$ cat config.mk
export PLATFORM = sky130hd
export DESIGN_NAME = ps2_scancode_decoder
export DESIGN_NICKNAME = d
export VERILOG_FILES = /design/src/rtl/ps2_scancode_decoder.sv
export SDC_FILE = /design/constraint.sdc
export NUM_CORES = 1
export LEC_CHECK = 0
export ABC_CLOCK_PERIOD_IN_PS = 5900
export BUFFER_PORTS_ARGS = -buffer_cell sky130_fd_sc_hd__buf_4
export CAP_MARGIN = 20
export CORE_MARGIN = 2
export CORE_UTILIZATION = 50
export DETAILED_ROUTE_END_ITERATION = 10
export PLACE_DENSITY = 0.72
export SETUP_SLACK_MARGIN = 0.3
export SKIP_LAST_GASP = 1
export SLEW_MARGIN = 25
export SYNTH_ARGS = -nofsm -noshare
export SYNTH_HDL_FRONTEND = slang
export SYNTH_SLANG_ARGS = --single-unit
$ cat constraint.sdc
create_clock -name clk -period 5.9 [get_ports clk]
set_input_delay 1.18 -clock clk [delete_from_list [all_inputs] [get_ports clk]]
set_output_delay 1.18 -clock clk [all_outputs]
set_load 0.005 [all_outputs]
$ cat src/rtl/ps2_scancode_decoder.sv
// PS/2 set-2 scancode decoder: folds E0/F0 prefixes into {extended, release, code}
// events and queues them in a first-word-fall-through FIFO. Optional shift tracking: PS2_SHIFT_TRACK_EN.
module ps2_scancode_decoder #(
    parameter int FIFO_DEPTH = 8
) (
    input  logic       clk,
    input  logic       rst,
    input  logic [7:0] byte_data,
    input  logic       byte_valid,
    output logic       rx_enable,
    output logic       evt_valid,
    output logic [9:0] evt_data,
    input  logic       evt_ready,
    output logic       overflow,
    input  logic       ovf_clr,
    output logic       shift_held
);

    localparam int PTR_W = (FIFO_DEPTH > 1) ? $clog2(FIFO_DEPTH) : 1;
    localparam int CNT_W = PTR_W + 1;
    localparam logic [CNT_W-1:0] CNT_FULL = CNT_W'(FIFO_DEPTH);

    localparam logic [1:0] ST_IDLE     = 2'd0;
    localparam logic [1:0] ST_GOT_E0   = 2'd1;
    localparam logic [1:0] ST_GOT_F0   = 2'd2;
    localparam logic [1:0] ST_GOT_E0F0 = 2'd3;

    localparam logic [7:0] BYTE_EXT     = 8'hE0;
    localparam logic [7:0] BYTE_BREAK   = 8'hF0;
    localparam logic [7:0] CODE_LSHIFT  = 8'h12;
    localparam logic [7:0] CODE_RSHIFT  = 8'h59;

    // Keyboard housekeeping bytes (error, BAT ok, echo, ack, resend, overrun)
    localparam int          NUM_IGN   = 6;
    localparam logic [47:0] IGN_CODES = {8'h00, 8'hAA, 8'hEE, 8'hFA, 8'hFE, 8'hFF};

    logic [1:0]        state_reg, state_next;
    logic [PTR_W-1:0]  wr_ptr_reg, wr_ptr_next;
    logic [PTR_W-1:0]  rd_ptr_reg, rd_ptr_next;
    logic [CNT_W-1:0]  count_reg, count_next;
    logic              overflow_reg, overflow_next;
    logic [9:0]        mem_reg [FIFO_DEPTH];

    logic [NUM_IGN-1:0] ign_hit;
    logic               byte_ignored;
    logic               byte_is_ext;
    logic               byte_is_break;
    logic               evt_push;
    logic               evt_ext;
    logic               evt_rel;
    logic [9:0]         evt_word;
    logic               fifo_full;
    logic               fifo_empty;
    logic               do_pop;
    logic               do_push;
    logic               do_drop;

    genvar gi;
    generate
        for (gi = 0; gi < NUM_IGN; gi++) begin : g_ign
            assign ign_hit[gi] = (byte_data == IGN_CODES[gi*8 +: 8]);
        end
    endgenerate

    assign byte_ignored  = |ign_hit;
    assign byte_is_ext   = (byte_data == BYTE_EXT);
    assign byte_is_break = (byte_data == BYTE_BREAK);
    assign evt_push      = byte_valid && !byte_ignored && !byte_is_ext && !byte_is_break;

    assign evt_ext  = (state_reg == ST_GOT_E0) || (state_reg == ST_GOT_E0F0);
    assign evt_rel  = (state_reg == ST_GOT_F0) || (state_reg == ST_GOT_E0F0);
    assign evt_word = {evt_ext, evt_rel, byte_data};

    assign fifo_full  = (count_reg == CNT_FULL);
    assign fifo_empty = (count_reg == '0);

    // A pop frees the slot the same cycle, so a full FIFO can still accept.
    assign do_pop  = evt_ready && !fifo_empty;
    assign do_push = evt_push && (!fifo_full || do_pop);
    assign do_drop = evt_push && fifo_full && !do_pop;

    always_comb begin
        state_next = state_reg;
        if (byte_valid) begin
            if (byte_is_ext) begin
                state_next = ST_GOT_E0;
            end else if (byte_is_break) begin
                case (state_reg)
                    ST_IDLE:   state_next = ST_GOT_F0;
                    ST_GOT_E0: state_next = ST_GOT_E0F0;
                    default:   state_next = state_reg;
                endcase
            end else if (!byte_ignored) begin
                state_next = ST_IDLE;
            end
        end
    end

    always_comb begin
        wr_ptr_next = wr_ptr_reg;
        rd_ptr_next = rd_ptr_reg;
        count_next  = count_reg;
        if (do_push) begin
            wr_ptr_next = wr_ptr_reg + PTR_W'(1);
        end
        if (do_pop) begin
            rd_ptr_next = rd_ptr_reg + PTR_W'(1);
        end
        if (do_push && !do_pop) begin
            count_next = count_reg + CNT_W'(1);
        end else if (do_pop && !do_push) begin
            count_next = count_reg - CNT_W'(1);
        end
    end

    // A drop in the same cycle as a clear must leave the flag set.
    always_comb begin
        overflow_next = overflow_reg;
        if (do_drop) begin
            overflow_next = 1'b1;
        end else if (ovf_clr) begin
            overflow_next = 1'b0;
        end
    end

    always_ff @(posedge clk) begin
        if (rst) begin
            state_reg    <= ST_IDLE;
            wr_ptr_reg   <= '0;
            rd_ptr_reg   <= '0;
            count_reg    <= '0;
            overflow_reg <= 1'b0;
        end else begin
            state_reg    <= state_next;
            wr_ptr_reg   <= wr_ptr_next;
            rd_ptr_reg   <= rd_ptr_next;
            count_reg    <= count_next;
            overflow_reg <= overflow_next;
        end
    end

    // Storage needs no reset: evt_data is only meaningful while evt_valid is high.
    always_ff @(posedge clk) begin
        if (!rst && do_push) begin
            mem_reg[wr_ptr_reg] <= evt_word;
        end
    end

    assign evt_valid = !fifo_empty;
    assign evt_data  = mem_reg[rd_ptr_reg];
    assign rx_enable = !fifo_full;
    assign overflow  = overflow_reg;

`ifdef PS2_SHIFT_TRACK_EN
    logic lshift_reg, lshift_next;
    logic rshift_reg, rshift_next;

    // Tracks every decoded key event, even ones the FIFO had to drop.
    always_comb begin
        lshift_next = lshift_reg;
        rshift_next = rshift_reg;
        if (evt_push && !evt_ext) begin
            if (byte_data == CODE_LSHIFT) begin
                lshift_next = !evt_rel;
            end
            if (byte_data == CODE_RSHIFT) begin
                rshift_next = !evt_rel;
            end
        end
    end

    always_ff @(posedge clk) begin
        if (rst) begin
            lshift_reg <= 1'b0;
            rshift_reg <= 1'b0;
        end else begin
            lshift_reg <= lshift_next;
            rshift_reg <= rshift_next;
        end
    end

    assign shift_held = lshift_reg || rshift_reg;
`else
    assign shift_held = 1'b0;
`endif

endmodule

== Yosys cells after proc, flatten, opt, wreduce, memory -nomap -nowiden ==
Memories as Yosys holds them, arrays and structs flattened. A register that Yosys moved wholly into a read port is not among the register bits.
Cells that the tools add are included.

* Bits in registers: 13
* Latch bits: 0
* RAM bits: 80
* ROM bits: 0
* Input port bits: 13
* Output and inout port bits: 14
* Logic and storage cells: 63
* Memories kept: 1

* Add/subtract/negate cells: 4
* Multiply operators: 0
* Div/mod/pow operators: 0
* $lt $le $gt $ge: 0
* Equal/unequal tests: 13
* Shift operators: 0
* Multiplexer cells: 12
* Bitwise gates (word level): 0
* Reductions and logical operators: 28

{| class="wikitable"
|+ Memories
! name !! depth !! width !! rd ports !! clocked after Yosys merged registers in !! write ports !! line !! text
|-
| mem_reg || 8 || 10 || 1 || 1 || 1 || 42 || <nowiki>logic [9:0] mem_reg [FIFO_DEPTH];</nowiki>
|}

{| class="wikitable"
|+ Operators by type and width
! kind !! count
|-
| $eq 8x8->1 const B || 7
|-
| $logic_and 1x1->1 || 10
|-
| $logic_not 1->1 || 8
|-
| $logic_not 8->1 || 1
|-
| $mux 4 || 2
|-
| $add 3x1->3 const B || 2
|-
| $mux 2 || 3
|-
| $mux 3 || 2
|-
| $reduce_or 6->1 || 1
|-
| $add 4x1->4 const B || 1
|-
| $eq 2x2->1 const B || 2
|-
| $eq 4x4->1 const B || 1
|-
| $logic_not 4->1 || 1
|-
| $mux 1 || 4
|-
| $ne 4x2->1 const B || 1
|-
| $pmux 2 s2 || 1
|-
| $reduce_bool 2->1 || 2
|-
| $sub 4x1->4 const B || 1
|-
| $logic_or 1x1->1 || 3
|-
| $ne 3x1->1 const B || 1
|-
| $reduce_and 3->1 || 1
|-
| $eq 2x1->1 const B || 1
|-
| $logic_not 2->1 || 1
|}

== Logic depth before layout (Yosys ltp) ==
Gate-level depths: netlist (run 1).

* Word-level depth: 11
* Gate-level depth with buffers: 13
* Gate-level depth less buffers: 13

== Least setup slack after synthesis (run 1) ==
No wires, ideal clock.

* Kind: in2reg
* Start point: in byte_data[2]
* End point: mem mem_reg[1][0], enable pin
* Library setup time: 0.403 ns
* Data arrival time: 3.125 ns
* Required time: 5.497 ns
* Setup slack: 2.372 ns
* Stages: 5
* Path buffers: 0
* Cell sequence: o21ba_1 a211oi_1 o211ai_2 or2_4 nor4_1

* Cells in the longest elaborated chain, start to end: 10
* Elaborated cells between the ends (all ways): 19
* Classes of those cells: eq/ne: 7; mux: 2; reduce/logical: 10

{| class="wikitable"
|+ Ends and longest elaborated chain
! what !! line !! text
|-
| from (decl) || 8 || <nowiki>input logic [7:0] byte_data,</nowiki>
|-
| $eq 8x8->1 or $logic_not 8->1 (tied branches) || 61 || <nowiki>assign ign_hit[gi] = (byte_data == IGN_CODES[gi*8 +: 8]);</nowiki>
|-
| $reduce_or 6->1 || 65 || <nowiki>assign byte_ignored = |ign_hit;</nowiki>
|-
| $logic_not 1->1 || - ||
|-
| $logic_and 1x1->1 (2 in series) || 68 || <nowiki>assign evt_push = byte_valid && !byte_ignored && !byte_is_ext && !byte_is_break;</nowiki>
|-
| $logic_and 1x1->1 (*) || 68 ||
|-
| $logic_and 1x1->1 (*) || 79 || <nowiki>assign do_push = evt_push && (!fifo_full || do_pop);</nowiki>
|-
| $logic_and 1x1->1 (*) || 144 || <nowiki>if (!rst && do_push) begin</nowiki>
|-
| $mux 1 (*) || 144 ||
|-
| $mux 1 (not written as such) (*) || 145 || <nowiki>mem_reg[wr_ptr_reg] <= evt_word;</nowiki>
|-
| to (decl) || 42 ||
|}

Mark *: on every way between the ends. The rest lies on a longest branch, timed or not.

== Worst setup path in the final report (run 1) ==
* Start point: in byte_data[2]
* End point: reg count_reg[3]

* Cells in the longest elaborated chain, start to end: 10
* Elaborated cells between the ends (all ways): 21
* Classes of those cells: eq/ne: 7; mux: 1; reduce/logical: 13

{| class="wikitable"
|+ Ends and longest elaborated chain
! what !! line !! text
|-
| $eq 8x8->1 or $logic_not 8->1 (tied branches) || 61 ||
|-
| $reduce_or 6->1 || 65 ||
|-
| $logic_not 1->1 || - ||
|-
| $logic_and 1x1->1 (2 in series) || 68 ||
|-
| $logic_and 1x1->1 (*) || 68 ||
|-
| $logic_and 1x1->1 (*) || 79 ||
|-
| $logic_not 1->1 || 111 || <nowiki>end else if (do_pop && !do_push) begin</nowiki>
|-
| $logic_and 1x1->1 || 111 ||
|-
| $reduce_bool 2->1 (no line) || - ||
|-
| to (signal assigned) || 137 || <nowiki>count_reg <= count_next;</nowiki>
|-
| to (decl) || 40 || <nowiki>logic [CNT_W-1:0] count_reg, count_next;</nowiki>
|}

Marked as above.
A chain may end at the register's enable or synchronous reset.

==> results of run 1 <==
-- worst paths after layout --
kind | start | endpoint | slack [ps] | cells past startpoint
worst max-delay path | byte_data[2] | count_reg[3]$_SDFFE_PP0P_ | 2380 | 14
worst max register to register | count_reg[0]$_SDFFE_PP0P_ | count_reg[3]$_SDFFE_PP0P_ | 3100 | 13
worst min-delay path | rd_ptr_reg[1]$_SDFFE_PP0P_ | flip-flop | 490 | 2
worst min register to register | rd_ptr_reg[1]$_SDFFE_PP0P_ | flip-flop | 490 | 2
-- cell usage in the layout (no fill, tap or decap), drive strengths merged --
| master | instances |
|---|---|
| a211oi | 1 |
| a21o | 2 |
| a21oi | 6 |
| and2b | 1 |
| and3 | 2 |
| and4 | 3 |
| buf | 26 |
| clkbuf | 9 |
| clkinv | 3 |
| conb | 1 |
| dfxtp | 16 |
| edfxtp | 80 |
| fa | 1 |
| ha | 5 |
| inv | 9 |
| mux2 | 11 |
| mux2i | 2 |
| mux4 | 20 |
| nand2 | 6 |
| nand2b | 4 |
| nand3 | 3 |
| nand3b | 1 |
| nand4 | 2 |
| nor2 | 9 |
| nor3 | 3 |
| nor3b | 2 |
| nor4 | 6 |
| o211ai | 1 |
| o21ai | 2 |
| o21ba | 2 |
| or2 | 1 |
| or3 | 3 |
| xnor2 | 2 |
| xor2 | 3 |
-- report_power, final --
group	total [mW]	internal, mW	switching [mW]
registers	0.805	0.768	0.0374
logic	0.396	0.228	0.168
clock network	0.399	0.161	0.238
total	1.60	1.16	0.443
-- per-stage QoR --
| step | area (µm²) | utilization | worst slack, ps |
|---|---|---|---|
| 2_1_floorplan | 3870 | - | 2370 |
| 3_3_place_gp | 4200 | 0.552 | 2080 |
| 3_5_place_dp | 4210 | 0.553 | 2030 |
| 4_1_cts | 4390 | 0.577 | 2380 |
| 5_1_grt | 4390 | 0.577 | 2210 |
| 6_report | 4390 | 0.577 | 2380 |
-- routing by layer --
metal | vias up | wire length [µm] | GRT usage
li1 | 907 | - | -
met1 | 993 | 3200 | 0.245
met2 | 38 | 3400 | 0.286
met3 | 12 | 183 | 0.0304
met4 | 0 | 125 | 0.0759
met5 | - | 0 | 0
-- critical path: stages --
cell and delay [ps]:
buf_4 150, o21ba_1 180, a211oi_1 270, o211ai_2 180
or2_4 340, inv_6 100, ha_1 180, inv_1 90
ha_1 270, a21o_1 180, a21oi_1 160, xnor2_1 90
or3_1 300, a21oi_1 130
-- cell type report --
cell class              count  area (µm²)  area share
flip-flops and latches     96        2720       0.620
multi-input cells         105        1140       0.259
repair buffers             26         195      0.0445
well taps                 102         128      0.0291
clock buffers               9         124      0.0282
clock inverters             7        60.1      0.0137
inverters                   5        23.8     0.00542
-- logic make-up after synthesis --
family,after synthesis,synth area share
DFF,96,0.703
and+or+nand+nor,46,0.0672
muxes,33,0.153
buffers and inverters,16,0.0184
AOI/OAI and AO/OA,14,0.0245
adders and majority gates,6,0.0213
xor gates and xnor gates,5,0.0113
other,1,0.000968
==> key figures, run 1 <==
Status
  • Status: finished, final reports clean

CTS
  • CTS tree: done
  • Post-cts hold buffer count: 0
  • Clock Latency Late Sink: 360 ps
  • Bufs on Longest Clock Path: 2
  • Clock Sinks: 96
  • Worst-path clk slew: 90 ps
  • CTS resizes: 0
  • Root buf cell: clkbuf_8
  • Buffer count from post-CTS setup fixing: 0
  • CTS H-tree depth: 3
  • Num CTS Buffers: 9

Power
  • P_leak: 1.47 nW
  • Tot Pwr: 1.60 mW
  • VDD IR-drop max: 191 µV
  • Cell area power density: 365 nW/µm²

Floorplanning
  • # rows: 32
  • DIE HEIGHT: 92.0 µm
  • IO Count: 27
  • Die width: 92.0 µm
  • Die area: 8470 µm²
  • Initial Utilization: 0.509
  • Core area: 7610 µm²

Finish
  • Share of post-route cells with drive strength above 1: 0.331
  • Diodes inserted: 0
  • Final net count: 262
  • Non-filler instance count after layout: 350
  • Number of flip-flops under the largest register name: 80
  • Filler Cell Count: 582
  • P&R area growth vs syn: 13.3%

Synth
  • Mapped Cells: 217
  • Most area-hungry cell type in the Yosys netlist: edfxtp_1
  • Seq/Total Area, Yosys: 0.703
  • Post-synth ARST share: 0
  • #FFs+latches synth: 96
  • Distinct cells, synth: 39
  • Post-synth top area share: 0.620
  • Mapped Nets: 236
  • Area contributors post-synth: edfxtp_1, mux4_2, dfxtp_1
  • Yosys warns: 0
  • Commonest cells in the netlist: edfxtp_1, mux4_2, dfxtp_1, mux2_2, nor2_1
  • Post-synth top flop: edfxtp_1
  • Post-synth EDFFs: 80
  • Most common cell in the netlist: edfxtp_1
  • Syn Area/Cell: 17.9 µm²
  • Mapped Area: 3870 µm²

Timing
  • Setup Skew: 14.4 ps
  • Final Setup Violations: 0
  • RSZ-0062 raised after global routing: no
  • Period Utilization, post-route: 0.596
  • Setup TNS: 0 ps
  • Hold WS: 491 ps
  • Hold Vio Cnt, Final: 0
  • Tmin final: 3520 ps
  • Rel. slew slack: 0.344
  • Max Fclk: 284 MHz
  • Pins Over Slew Limit: 0
  • Tightest Pin Transition: 983 ps

Route
  • Drt via density: 5.57
  • Drt total wl: 6910 µm
  • DRC violations left: 0
  • Routed Antenna Nets: 0
  • Wire per inst: 19.7 µm
  • Iteration-0 DRC count of the detailed router: 105
  • DRT Pass-1 Iters: 4
  • Via total after detailed routing: 1950

Placed design
  • Dpl hpwl: 4220 µm
  • Placed insts: 334
  • GP Congestion: 0.732
  • Buffers on Ports: 25

Global route
  • Number of global-route vias before repair: 1932
  • Gr usage total: 0.179
  • Gr ovfl total: 0
  • Initial antenna violation count: 0
  • Largest net degree at the start of global routing: 21
  • First-pass GRT wire length: 10800 µm

Setup path
  • Critical Path AT: 3810 ps
  • WP data required: 6190 ps
  • Setup CP Type: input pin to flip-flop
  • Crit Path Max Fanout: 12
  • Critical Path Source Type: input pin
  • CP endpoint kind: flip-flop

Job
  • MaxCap Viol Count: 0

Hold path
  • HP Class: flip-flop to flip-flop
(Power assumes the default switching activity.)
==> run 2, diff against run 1 <==
--- a/config.mk
+++ b/config.mk
@@ -5,7 +5,7 @@
 export SDC_FILE = /design/constraint.sdc
 export NUM_CORES = 1
 export LEC_CHECK = 0
-export ABC_CLOCK_PERIOD_IN_PS = 5900
+export ABC_CLOCK_PERIOD_IN_PS = 3580
 export BUFFER_PORTS_ARGS = -buffer_cell sky130_fd_sc_hd__buf_4
 export CAP_MARGIN = 20
 export CORE_MARGIN = 2
==> constraint.sdc (replaced) <==
create_clock -name clk -period 3.58 [get_ports clk]
set_input_delay 0.716 -clock clk [delete_from_list [all_inputs] [get_ports clk]]
set_output_delay 0.716 -clock clk [all_outputs]
set_load 0.005 [all_outputs]
==> run 2 against run 1 <==
Power up 78%. Combinational power up 70%. Final cell count up 2.3%. Register-to-register slack worse by 2200 ps. Worst setup slack worse by 1800 ps. Clock power up 120%. Wire length down 2.3%. Clock skew down 5.8 ps.
==> key figures, run 2 (synthesis gave the netlist of run 1 again) <==
CTS
  • Worst-path clk slew: 100 ps
  • Clock Sinks: 96
  • CTS H-tree depth: 3
  • Clock Latency Late Sink: 360 ps
  • Num CTS Buffers: 9
  • CTS tree: done
  • Root buf cell: clkbuf_8
  • Post-cts hold buffer count: 0
  • Bufs on Longest Clock Path: 2

Setup path
  • Worst path max stage delay: 360 ps
  • Crit Path Max Fanout: 11
  • Critical Path AT: 3330 ps
  • WP data required: 3880 ps
  • Crit path from: byte_data[0]
  • CP max stage cell: nor4_1
  • Critical Path Source Type: input pin
  • CP endpoint kind: flip-flop
  • Setup CP Type: input pin to flip-flop
  • Crit path cell chain: buf_4 -> nor4_1 -> a211oi_2 -> o211ai_2 -> or2_4 -> inv_6 -> ha_1 -> inv_1 -> ha_1 -> a21o_1 -> a21oi_1 -> xnor2_1 -> or3_1 -> a21oi_1
  • Critical R2R Launch: count_reg[0]$_SDFFE_PP0P_
  • R2R depth: 13

Finish
  • Filler Cell Count: 580
  • Commonest non-fill, non-tap cells in the layout: edfxtp_1, buf_4, mux4_2
  • Diodes inserted: 0
  • Number of flip-flops under the largest register name: 80
  • Finished Cell Area: 4500 µm²
  • Final net count: 270
  • Commonest non-fill, non-tap cell in the layout: edfxtp_1
  • Non-filler instance count after layout: 358
  • Share of post-route cells with drive strength above 1: 0.355
  • P&R area growth vs syn: 16.2%

Hold path
  • Hold_sp: rd_ptr_reg[1]$_SDFFE_PP0P_
  • HP Class: flip-flop to flip-flop
  • Worst Hold Depth: 2

Global route
  • First-pass GRT wire length: 10800 µm
  • GRT met1 Usage: 0.239
  • Largest net degree at the start of global routing: 21
  • Initial antenna violation count: 0
  • Met3 Use GR: 0.0263
  • Number of global-route vias before repair: 2020
  • GRT Max-Usage Layer: met2
  • Gr ovfl total: 0
  • Gr usage total: 0.172
  • GRT met2 Usage: 0.281

Timing
  • Setup Skew: 8.63 ps
  • Rel. slew slack: 0.574
  • Max Fclk: 330 MHz
  • RSZ-0062 raised after global routing: no
  • Setup TNS: 0 ps
  • Hold Vio Cnt, Final: 0
  • Period Utilization, post-route: 0.846
  • Pins Over Slew Limit: 0
  • Tmin final: 3030 ps
  • Tightest Pin Transition: 638 ps
  • Final Setup Violations: 0

Route
  • Iteration-0 DRC count of the detailed router: 134
  • DRT Pass-1 Iters: 4
  • Drt total wl: 6750 µm
  • Via total after detailed routing: 1992
  • DRC violations left: 0
  • Wire per inst: 18.8 µm
  • Drt via density: 5.56
  • Routed Antenna Nets: 0

Power
  • P_leak: 1.54 nW
  • VDD IR-drop max: 340 µV
  • Cell area power density: 634 nW/µm²

Floorplanning
  • Core area: 7610 µm²
  • IO Count: 27
  • Die area: 8470 µm²
  • # rows: 32
  • Die width: 92.0 µm
  • Initial Utilization: 0.509
  • DIE HEIGHT: 92.0 µm

Placed design
  • Post-DP Area: 4250 µm²
  • Buffers on Ports: 25
  • GP Congestion: 0.761
  • Placed insts: 342
  • Dpl hpwl: 4320 µm

Job
  • MaxCap Viol Count: 0

Status
  • Status: finished, final reports clean
==> run 2: cell count changes in the layout (fill, tap and decap cells not counted) <==
cell / before / now
buf_4: 26 / 33
bufinv_16: 0 / 3
nor4_2: 0 / 3
nor4_4: 3 / 0
clkinv_4: 2 / 0
a211oi_1: 1 / 0
a211oi_2: 0 / 1
buf_12: 0 / 1
clkinv_2: 1 / 0
clkinvlp_4: 0 / 1
inv_6: 4 / 3
nor3b_2: 0 / 1
nor3b_4: 1 / 0
==> run 2: routing by layer <==
metal,part of all wire,vias up
li1,-,919
met1,0.45,1031
met2,0.50,32
met3,0.027,10
met4,0.015,0
met5,0,-
==> run 2: path summary, 6_finish.rpt <==
path / end / slack, ps
max reg2reg: count_reg[3]$_SDFFE_PP0P_ / 860
min: rd_ptr_reg[1]$_SDFFE_PP0P_ / 490
min reg2reg: rd_ptr_reg[1]$_SDFFE_PP0P_ / 490
max: count_reg[3]$_SDFFE_PP0P_ / 550
==> run 2: power by group <==
group / internal (mW) / switching [mW] / total [mW]
Sequential: 1.27 / 0.0550 / 1.32
Combinational: 0.394 / 0.281 / 0.674
Clock: 0.474 / 0.386 / 0.860
==> run 2: timing repair <==
item,in CTS,in global routing
endpoints found under the setup margin,0,1
setup buffers,0,0
gates resized for setup,0,1
==> run 2: worst max-delay path: cells and delay by family <==
family,cells,cell delay (ps)
adder cells (fa/ha/maj),2,440
AND/OR/NAND/NOR,3,910
AO/OA/AOI/OAI,5,840
buffers and inverters,3,320
XOR/XNOR,1,90
==> run 2: cell type report <==
cell class              instances  area (µm²)  area share
flip-flops and latches         96        2720       0.605
multi-input cells             105        1110       0.246
repair buffers                 34         268      0.0595
well taps                     102         128      0.0284
clock inverters                 7         126      0.0281
clock buffers                   9         124      0.0275
inverters                       5        23.8     0.00528
==> run 2: stage by stage <==
step                      setup slack (ps)  total power, mW  hold slack [ps]  utilization
final                                  550             2.85              485        0.592
after global routing                   301             2.98              525        0.592
after CTS                              526             2.88              488        0.591
after detailed placement               166             2.03              475        0.558
after global placement                 249             2.02              472        0.558
after floorplan                        516             1.80              431            -
==> run 3, diff against run 2 <==
--- a/config.mk
+++ b/config.mk
@@ -5,7 +5,7 @@
 export SDC_FILE = /design/constraint.sdc
 export NUM_CORES = 1
 export LEC_CHECK = 0
-export ABC_CLOCK_PERIOD_IN_PS = 3580
+export ABC_CLOCK_PERIOD_IN_PS = 3150
 export BUFFER_PORTS_ARGS = -buffer_cell sky130_fd_sc_hd__buf_4
 export CAP_MARGIN = 20
 export CORE_MARGIN = 2
==> constraint.sdc (replaced) <==
create_clock -name clk -period 3.15 [get_ports clk]
set_input_delay 0.63 -clock clk [delete_from_list [all_inputs] [get_ports clk]]
set_output_delay 0.63 -clock clk [all_outputs]
set_load 0.005 [all_outputs]
==> run 3 against run 2 <==
Sequential power is 12% higher. First-iteration DRC count fell by 4.5%. Largest power group unchanged. Critical path type unchanged. Core utilization rose by 1.0 points. Clock skew is 1.0 ps higher. Combinational power increased by 18%. Cell area up 1.8%. Critical path depth is the same.
==> key figures, run 3 (synthesis gave the netlist of run 1 again) <==
Global route
  • First-pass GRT wire length: 10800 µm
  • Gr usage total: 0.176
  • Initial antenna violation count: 0
  • Gr ovfl total: 0
  • Number of global-route vias before repair: 2022
  • Largest net degree at the start of global routing: 21

CTS
  • CTS H-tree depth: 3
  • Worst-path clk slew: 80 ps
  • Root buf cell: clkbuf_8
  • Num CTS Buffers: 9
  • Clock Latency Late Sink: 350 ps
  • CTS tree: done
  • Bufs on Longest Clock Path: 2
  • Post-cts hold buffer count: 0
  • Clock Sinks: 96
  • Buffer count from post-CTS setup fixing: 0

Hold path
  • HP Class: flip-flop to flip-flop
  • Hold_sp: rd_ptr_reg[1]$_SDFFE_PP0P_

Setup path
  • CP max stage cell: nor4_2
  • Setup CP Type: input pin to flip-flop
  • Crit path from: byte_data[1]
  • WP buf/inv: 3
  • Crit path cell chain: buf_4 -> nor4_2 -> nand4_1 -> nand2_1 -> or2_4 -> inv_6 -> ha_4 -> inv_2 -> ha_1 -> a21o_1 -> a21oi_2 -> xnor2_1 -> or3_1 -> a21oi_1
  • CP endpoint kind: flip-flop
  • Crit Path Max Fanout: 10
  • Critical Path AT: 2990 ps
  • Critical Path Source Type: input pin
  • Worst path max stage delay: 350 ps
  • WP data required: 3430 ps
  • CP top delay family: simple AND/OR/NAND/NOR gates
  • Critical R2R Launch: count_reg[0]$_SDFFE_PP0P_

Route
  • DRT Pass-1 Iters: 5
  • DRC violations left: 0
  • Via total after detailed routing: 2035
  • Drt total wl: 6860 µm
  • Wire per inst: 18.6 µm
  • Drt via density: 5.51
  • Iteration-0 DRC count of the detailed router: 128
  • Routed Antenna Nets: 0

Placed design
  • Buffers on Ports: 25
  • Dpl hpwl: 4630 µm
  • GP Congestion: 0.802

Job
  • MaxCap Viol Count: 0

Floorplanning
  • Die width: 92.0 µm
  • IO Count: 27
  • Core area: 7610 µm²
  • DIE HEIGHT: 92.0 µm
  • # rows: 32
  • Initial Utilization: 0.509
  • Die area: 8470 µm²

Finish
  • P&R area growth vs syn: 18.2%
  • Final net count: 281
  • Commonest non-fill, non-tap cell in the layout: edfxtp_1
  • Filler Cell Count: 569
  • Diodes inserted: 0
  • Share of post-route cells with drive strength above 1: 0.393
  • Number of flip-flops under the largest register name: 80
  • Layout Utilization: 0.602
  • Commonest non-fill, non-tap cells in the layout: edfxtp_1, buf_4, mux4_2

Timing
  • Tmin final: 2710 ps
  • Final Setup Violations: 0
  • Rel. slew slack: 0.601
  • Hold Vio Cnt, Final: 0
  • Period Utilization, post-route: 0.861
  • Pins Over Slew Limit: 0
  • Setup TNS: 0 ps
  • Setup Skew: 9.67 ps
  • Max Fclk: 369 MHz
  • Tightest Pin Transition: 599 ps
  • RSZ-0062 raised after global routing: no

Power
  • P_leak: 1.59 nW
  • VDD IR-drop max: 396 µV
  • Cell area power density: 703 nW/µm²

Status
  • Status: finished, final reports clean
run 3: area by class of cell:
cell class / count / area, µm² / area share
sequential: 96 / 2720 / 0.595
multi-input combinational: 105 / 1130 / 0.246
timing repair buffer: 45 / 338 / 0.0738
tap: 102 / 128 / 0.0279
clock buffer: 9 / 124 / 0.0270
clock inverter: 7 / 118 / 0.0257
inverter: 5 / 23.8 / 0.00519
run 3: metal layers:
layer | global-route usage | vias up | wire length [µm]
met5 | 0 | - | 0
met4 | 0.0771 | 0 | 143
met3 | 0.0337 | 14 | 260
met2 | 0.276 | 43 | 3340
met1 | 0.244 | 1032 | 3110
li1 | - | 946 | -
run 3: stage by stage:
stage               cells  power [mW]  setup WS, ps  hold WS, ps  cell area, µm²
floorplan             217        2.06           239          431            3890
global placement      353        2.31           139          478            4330
detailed placement    353        2.32          66.0          476            4330
CTS                   369        3.26           424          488            4570
global route          369        3.36           308          505            4580
finish                369        3.22           437          486            4580
run 3: where the power goes:
group          switching (mW)  internal [mW]  total (mW)  leakage, nW
sequential             0.0468           1.44        1.48        0.854
clock                   0.410          0.530       0.940        0.124
combinational           0.339          0.457       0.796        0.613
run 3: path summary, 6_finish.rpt:
check	to	slack (ps)	depth (start not counted)
worst max register to register	count_reg[3]$_SDFFE_PP0P_	490	13
worst min-delay path	flip-flop	490	2
worst max-delay path	count_reg[3]$_SDFFE_PP0P_	440	14
worst min register to register	flip-flop	490	2
run 3: worst min-delay path: cells and delay by family, from the launching register on:
family	cells	cell delay, ps
compound gates	1	70
flops	1	320
simple gates	1	50
run 3: repair_timing:
item	CTS	global route
setup endpoints to repair	0	1
hold endpoints to repair	0	0
gates resized for setup	0	1
